File: src/rtl/wb_arbiter_rr.sv
`default_nettype none
// ============================================================================
// Module   : wb_arbiter_rr
// Brief    : Round-robin single-beat Wishbone arbiter with per-transfer watchdog
// Revision : 1.0
// ============================================================================
module wb_arbiter_rr #(
    parameter int          M        = 2,
    parameter int          TIMEOUT  = 255,
    parameter logic [31:0] ERR_DATA = 32'hffffffff
) (
    input  logic                  clk,
    input  logic                  rst,
    input  logic [16*M-1:0]       m_addr,
    input  logic [32*M-1:0]       m_wdata,
    input  logic [M-1:0]          m_we,
    input  logic [M-1:0]          m_cyc,
    output logic [31:0]           m_rdata,
    output logic [M-1:0]          m_ack,
    output logic [15:0]           s_addr,
    output logic [31:0]           s_wdata,
    output logic                  s_we,
    output logic                  s_cyc,
    input  logic [31:0]           s_rdata,
    input  logic                  s_ack,
    output logic                  err_flag,
    output logic [$clog2(M)-1:0]  err_master,
    input  logic                  err_clr
);

    localparam int c_IDX_W = $clog2(M);
    localparam int c_CNT_W = (TIMEOUT == 0) ? 1 : $clog2(TIMEOUT + 1);

    localparam logic [1:0] c_S_IDLE = 2'd0;
    localparam logic [1:0] c_S_BUSY = 2'd1;
    localparam logic [1:0] c_S_TOUT = 2'd2;

    logic [1:0]         r_state;
    logic [1:0]         w_state_nxt;
    logic [c_IDX_W-1:0] r_gnt;
    logic [c_IDX_W-1:0] r_last;
    logic [c_IDX_W-1:0] w_pick;
    logic [c_IDX_W-1:0] w_scan_idx;
    logic               w_req_any;
    logic [c_CNT_W-1:0] r_cnt;
    logic               w_cnt_hit;
    logic               r_err_flag;
    logic [c_IDX_W-1:0] r_err_master;

    // Scan from the highest offset down so the nearest requester after r_last wins.
    always_comb begin
        w_req_any  = |m_cyc;
        w_pick     = r_last;
        w_scan_idx = r_last;
        for (int k = M; k >= 1; k--) begin
            w_scan_idx = c_IDX_W'((int'(r_last) + k) % M);
            if (m_cyc[w_scan_idx]) begin
                w_pick = w_scan_idx;
            end
        end
    end

    assign w_cnt_hit = (TIMEOUT != 0) && (r_cnt == c_CNT_W'(TIMEOUT - 1));

    always_ff @(posedge clk) begin
        if (rst) begin
            r_state      <= c_S_IDLE;
            r_gnt        <= '0;
            r_last       <= c_IDX_W'(M - 1);
            r_cnt        <= '0;
            r_err_flag   <= 1'b0;
            r_err_master <= '0;
        end else begin
            r_state <= w_state_nxt;
            if (r_state == c_S_IDLE && w_req_any) begin
                r_gnt  <= w_pick;
                r_last <= w_pick;
                r_cnt  <= '0;
            end
            // Saturating so a disabled watchdog never wraps into a false hit.
            if (r_state == c_S_BUSY && r_cnt != '1) begin
                r_cnt <= r_cnt + c_CNT_W'(1);
            end
            if (r_state == c_S_TOUT) begin
                r_err_flag   <= 1'b1;
                r_err_master <= r_gnt;
            end else if (err_clr) begin
                r_err_flag   <= 1'b0;
            end
        end
    end

    always_comb begin
        w_state_nxt = r_state;
        case (r_state)
            c_S_IDLE: begin
                if (w_req_any) begin
                    w_state_nxt = c_S_BUSY;
                end
            end
            c_S_BUSY: begin
                if (s_ack) begin
                    w_state_nxt = c_S_IDLE;
                end else if (!m_cyc[r_gnt]) begin
                    w_state_nxt = c_S_IDLE;
                end else if (w_cnt_hit) begin
                    w_state_nxt = c_S_TOUT;
                end
            end
            c_S_TOUT: begin
                w_state_nxt = c_S_IDLE;
            end
            default: begin
                w_state_nxt = c_S_IDLE;
            end
        endcase
    end

    always_comb begin
        s_cyc   = 1'b0;
        s_addr  = m_addr[16*r_gnt +: 16];
        s_wdata = m_wdata[32*r_gnt +: 32];
        s_we    = m_we[r_gnt];
        m_ack   = '0;
        m_rdata = s_rdata;
        case (r_state)
            c_S_BUSY: begin
                s_cyc        = m_cyc[r_gnt];
                m_ack[r_gnt] = s_ack;
            end
            c_S_TOUT: begin
                m_ack[r_gnt] = 1'b1;
                m_rdata      = ERR_DATA;
            end
            default: begin
                s_cyc = 1'b0;
            end
        endcase
    end

    assign err_flag   = r_err_flag;
    assign err_master = r_err_master;

endmodule
`default_nettype wire

File: config.mk
export PLATFORM = sky130hd
export DESIGN_NAME = wb_arbiter_rr
export DESIGN_NICKNAME = d
export VERILOG_FILES = /design/src/rtl/wb_arbiter_rr.sv
export SDC_FILE = /design/constraint.sdc
export NUM_CORES = 1
export LEC_CHECK = 0
export ABC_CLOCK_PERIOD_IN_PS = 1400
export BUFFER_PORTS_ARGS = -buffer_cell sky130_fd_sc_hd__buf_4
export CAP_MARGIN = 20
export CORE_AREA = 2 2 86 88
export DETAILED_ROUTE_END_ITERATION = 8
export DIE_AREA = 0 0 88 90
export PLACE_DENSITY = 0.62
export SLEW_MARGIN = 20
export SYNTH_ARGS = -nofsm -noshare
export SYNTH_HDL_FRONTEND = slang
export SYNTH_SLANG_ARGS = --single-unit
File: constraint.sdc
create_clock -name clk -period 1.4 [get_ports clk]
set_clock_uncertainty 0.05 [all_clocks]
set_input_delay 0.28 -clock clk [delete_from_list [all_inputs] [get_ports clk]]
set_output_delay 0.28 -clock clk [all_outputs]
set_load 0.02 [all_outputs]
# Word level (Yosys, flattened, before mapping)
# Index checks and enable logic that the tools add are counted.
totals:
  reg_bits: 14
  latchBits: 0
  mem_bits_rw: 0
  romBits: 0
  inputBits: 136
  n_memories: 0
op_classes:
  n_addsub: 3
  multipliers: 0
  n_div: 0
  magnitude_cmp: 4
  n_eq_ne: 6
  shift: 2
  muxes: 24
  bitwise: 1
  n_reduce_logical: 8
ops:
  columns: ["operator", "n"]
  rows:
  - ["indexed part select 64 x 7 -> 32 bit", 1]
  - ["two-way mux 32 bit", 1]
  - ["indexed part select 32 x 6 -> 16 bit", 1]
  - ["two-way mux 8 bit", 2]
  - ["two-way mux 1 bit", 14]
  - ["adder 8 x 1 -> 8 bit (second input constant)", 1]
  - ["== test 8 bit (second input constant)", 1]
  - ["two-way mux 2 bit", 4]
  - ["!= test 8 bit (second input constant)", 1]
  - ["case mux 2 bit (2 select lines)", 2]
  - ["less-than comparator 1 x 2 -> 1 bit (second input constant)", 3]
  - ["!= test 4 bit (second input constant)", 1]
  - ["nonzero test 2 bit", 2]
  - ["logical AND 1 bit", 3]
  - ["adder 1 bit (second input constant)", 2]
  - ["bitwise AND 2 bit", 1]
  - ["== test 2 x 1 -> 1 bit (second input constant)", 1]
  - ["== test 2 bit (second input constant)", 1]
  - ["zero test 2 bit", 1]
  - ["!= test 2 bit (second input constant)", 1]
  - ["AND reduction 2 bit", 1]
  - ["OR reduction 2 bit", 1]
  - ["demux 1 bit (select 1 bit)", 1]
  - [">= comparator 1 bit (second input constant)", 1]

# Logic depth before layout (Yosys ltp)
depth:
  ltp_word: 6
  ltp_mapped: 7

# Worst setup path before layout
# No wires, ideal clock.
synth_timing:
  path_kind: "register to output"
  startpoint: "register r_state[0]"
  endpoint: "output port m_ack[0]"
  arrival_ps: 1322
  required_time_ps: 1070
  setup_slack_ps: -252
  path_stages_with_launch: 6
  n_path_buf: 1
  path_cell_list: "dfxtp_1 -> inv_1 -> ha_1 -> clkbuf_1 -> a21oi_1 -> nor3b_1"
synth_via:
  elab_chain_cells: 2
  elab_cells_between_ends: 3
  cone_classes: "2 x eq/ne; 1 x mux"
synth_lines:
  columns: ["item", "line_no", "text"]
  rows:
  - ["from (decl)", "38", "logic [1:0] r_state;"]
  - ["from (signal assigned)", "67", "r_state <= c_S_IDLE;"]
  - ["from (signal assigned)", "74", "r_state <= w_state_nxt;"]
  - ["== test 2 bit / == test 2 x 1 -> 1 bit (equally long branches)", "126", "case (r_state)"]
  - ["case mux 2 bit (2 select lines) *", "126", null]
  - ["to (decl)", "19", "output logic [M-1:0] m_ack,"]
# Mark *: on every way between the ends. The rest lies on a longest branch, timed or not.

# Worst setup path in the final report
layout_timing:
  startpoint: "register r_gnt"
  endpoint: "output port s_cyc"
layout_via:
  elab_chain_cells: 3
layout_lines:
  columns: ["item", "line_no", "text"]
  rows:
  - ["from (decl)", "40", "logic [c_IDX_W-1:0] r_gnt;"]
  - ["from (signal assigned)", "76", "r_gnt <= w_pick;"]
  - ["two-way mux 1 bit (not written as such) (2 in a row)", "128", "s_cyc = m_cyc[r_gnt];"]
  - ["two-way mux 1 bit", "126", null]
  - ["to (decl)", "23", "output logic s_cyc,"]
# Every way passes these cells. The select of a mux whose other input is x is not followed.

==> impl_metrics.ini <==
[run_status]
outcome = finished, violations left
failed_checks = setup timing

[global_route]
overflow = 0
antenna_found_initial = 0
grt_use_total_pct = 23.6
grt_pass1_vias = 2429
grt_max_degree = 17
grt_pass1_wl_mm = 14.0

[route]
dr.pass1.iters = 4
routed_via_density = 4.47
detailroute.via_count = 2363
wl_per_cell_um = 19.4
dr.first_iter.drc_count = 62
antenna_left = 0
drc_errors = 0
wl_mm = 10.3

[synth]
yosys.area.top_type = mux2_2
synth_seq_cells = 14
synth_area_leaders = mux2_2, dfxtp_1, mux2_1
postSynthAreaPerCell_um2 = 8.54
yosysWarnings = 0
async_reset_ff_share_pct = 0
synthCells = 187
synth_edf_count = 0
synthTopCellsByCount = mux2_2, or2_2, mux2_1
syn_area_mm2 = 0.00160
synth_nets = 328
yosysMostFrequentCell = mux2_2
synth.distinct_cells = 35
synth.top_cell.area_share_pct = 24.0
yosysSeqAreaShare_pct = 17.5
ys.flop_type = dfxtp_1

[cts]
numCtsBuffers = 3
clock_tree.htree_level_count = 1
cts-root-buf = clkbuf_8
cts_tree = done
clk_pin_slew_ns = 0.06
cts_buffer_depth = 2
clkLatencyLatePin_ns = 0.24
postCtsHoldBufs = 0
numClockSinks = 14

[place]
hpwl_mm = 8.07
portBuffers = 221
routabilityCongestion = 0.837
dp.cells = 518
placed_cell_area_mm2 = 0.00364

[finish]
layout.area.seq_um2 = 299
finalInstanceArea_mm2 = 0.00444
layout-drive-gt1-share_pct = 85.8
syn2layout_area_growth_pct = 178
final_nets = 573
final_cells = 529
diodes = 0
fillers = 605
multiInputGateArea_mm2 = 0.00164

[power_and_ir_drop]
power_switching_share_pct = 36.3
vdd_drop_max_v = 0.000288
combPwrFrac_pct = 72.0
power_density_mw_per_mm2 = 632
p_int_w = 0.00179
seq_power_share_pct = 16.0
p_leak_nw = 2.17
power_switching_w = 0.00102
power_frac_clock_pct = 12.0

[floorplanning]
initial_utilization_pct = 22.8
fp.coreArea_mm2 = 0.00702
dieArea_mm2 = 0.00792
die_h_um = 90
rows = 31
dieWidth_um = 88
io_pins = 222

[sta]
worst_slew_pin_slew_ns = 0.340
min_period_ns = 1.70
report.final.slew_viol_count = 0
hold_violations = 0
max_clock_freq_mhz = 588
setup_viol = 86
rsz0062_at_grt = true
fin_ws_ns = -0.301
holdWs_ns = 0.294
timing.final.crit_share_pct = 122
relSlewSlack_pct = 77.1

[setup_path]
r2r_slack_ns = -0.03
startpoint = r_gnt
arrival_ns = 1.37
worstSetupPathType = flop to output port
worstReg2RegStart = r_gnt
crit_fanout = 7
worstPathRequired_ns = 1.07
start_kind = flop
crit_path_end_kind = output port

[job]
cap_viol_max_count = 0

[worst_hold_path]
min-delay-start = rst
hold_path_class = input port to flop
-- critical path: stages, from the launching register on --
cell and delay, ns:
dfxtp_4 0.44, buf_4 0.18, mux2i_4 0.26, nor2_1 0.09, buf_4 0.16
-- area by class of cell --
| type | count | area share, % |
|---|---|---|
| inverters | 5 | 0.422 |
| clock buffers | 3 | 0.929 |
| multi-input cells | 155 | 36.9 |
| well taps | 99 | 2.79 |
| repair buffers | 253 | 52.2 |
| flip-flops and latches | 14 | 6.73 |
-- path summary, 6_finish.rpt --
path,endpoint,depth (start not counted)
max,s_cyc,4
min,r_cnt[3],2
max reg2reg,r_state[1],4
min reg2reg,err_flag,2
-- power groups by stage --
stage | Sequential [W] | Combinational [W] | Clock (W)
final | 0.000450 | 0.00202 | 0.000336
after global routing | 0.000454 | 0.00212 | 0.000369
after CTS | 0.000447 | 0.00186 | 0.000348
after detailed placement | 0.000451 | 0.00158 | 0
after global placement | 0.000449 | 0.00157 | 0
after floorplan | 0.000446 | 0.000799 | 0
-- metal layers --
metal / vias up / track usage (%) / part of all wire, %
li1: 1148 / - / -
met1: 1085 / 30.8 / 42
met2: 122 / 37.4 / 45
met3: 8 / 8.91 / 11
met4: 0 / 3.59 / 0.92
met5: - / 0 / 0
-- through the flow --
step	TNS, ns	util [%]	setup WS, ns	power, W
after global routing	-26.33	63.3	-0.364	0.00294
final	-22.59	63.3	-0.301	0.00281
after global placement	-1.96	51.9	-0.0560	0.00202
after CTS	-23.08	59.8	-0.324	0.00265
after detailed placement	-4.27	51.9	-0.0872	0.00203
after floorplan	-0.395	-	-0.00988	0.00124
-- flip-flops by register name, indices dropped and copies added, names as in the netlist --
| name | flops |
|---|---|
| err_master | 1 |
| err_flag | 1 |
| r_cnt | 8 |
| r_last | 1 |
| r_gnt | 1 |
| r_state | 2 |
-- logic make-up (layout without fill, tap and decap cells) --
logic type                 count (synthesis)  after routing  synth area share, %
and+or+nand+nor                           70             70                 24.9
muxes                                     52             52                 36.5
AOI/OAI and AO/OA                         26             26                 11.3
buffers and inverters                     18            261                 4.78
DFF                                       14             14                 17.5
adders and majority gates                  5              5                 3.92
xor gates and xnor gates                   2              2                 1.10
-- what timing repair did --
action                                  4_1_cts  5_1_grt
hold endpoints to repair                      0        0
pin swaps                                     9        9
setup buffers                                 5        0
cloned                                        2        1
resized for setup                           114       57
endpoints found under the setup margin       89       91
-- placed cells by master, fill, tap and decap left out, types with 2 or more instances in the layout --
cell,Yosys,layout
o21ai_0,2,2
dfxtp_4,0,3
mux2_4,0,49
o21ai_1,3,2
a31oi_1,2,2
inv_2,0,2
a21o_1,3,3
nor3_1,4,2
nand3b_1,2,2
buf_12,0,3
dfxtp_2,0,6
or2_1,5,3
a32oi_1,2,2
clkbuf_8,0,3
a21oi_1,6,5
buf_16,0,2
ha_4,0,3
nor2_1,12,11
or2_4,0,29
buf_6,0,87
ha_1,5,2
dfxtp_1,14,5
nand3_2,0,2
a211oi_2,0,2
inv_1,5,3
nand2_1,6,6
nor3_2,0,2
buf_4,0,160
nand3_1,7,4
Power figures use the tool's default switching activity.
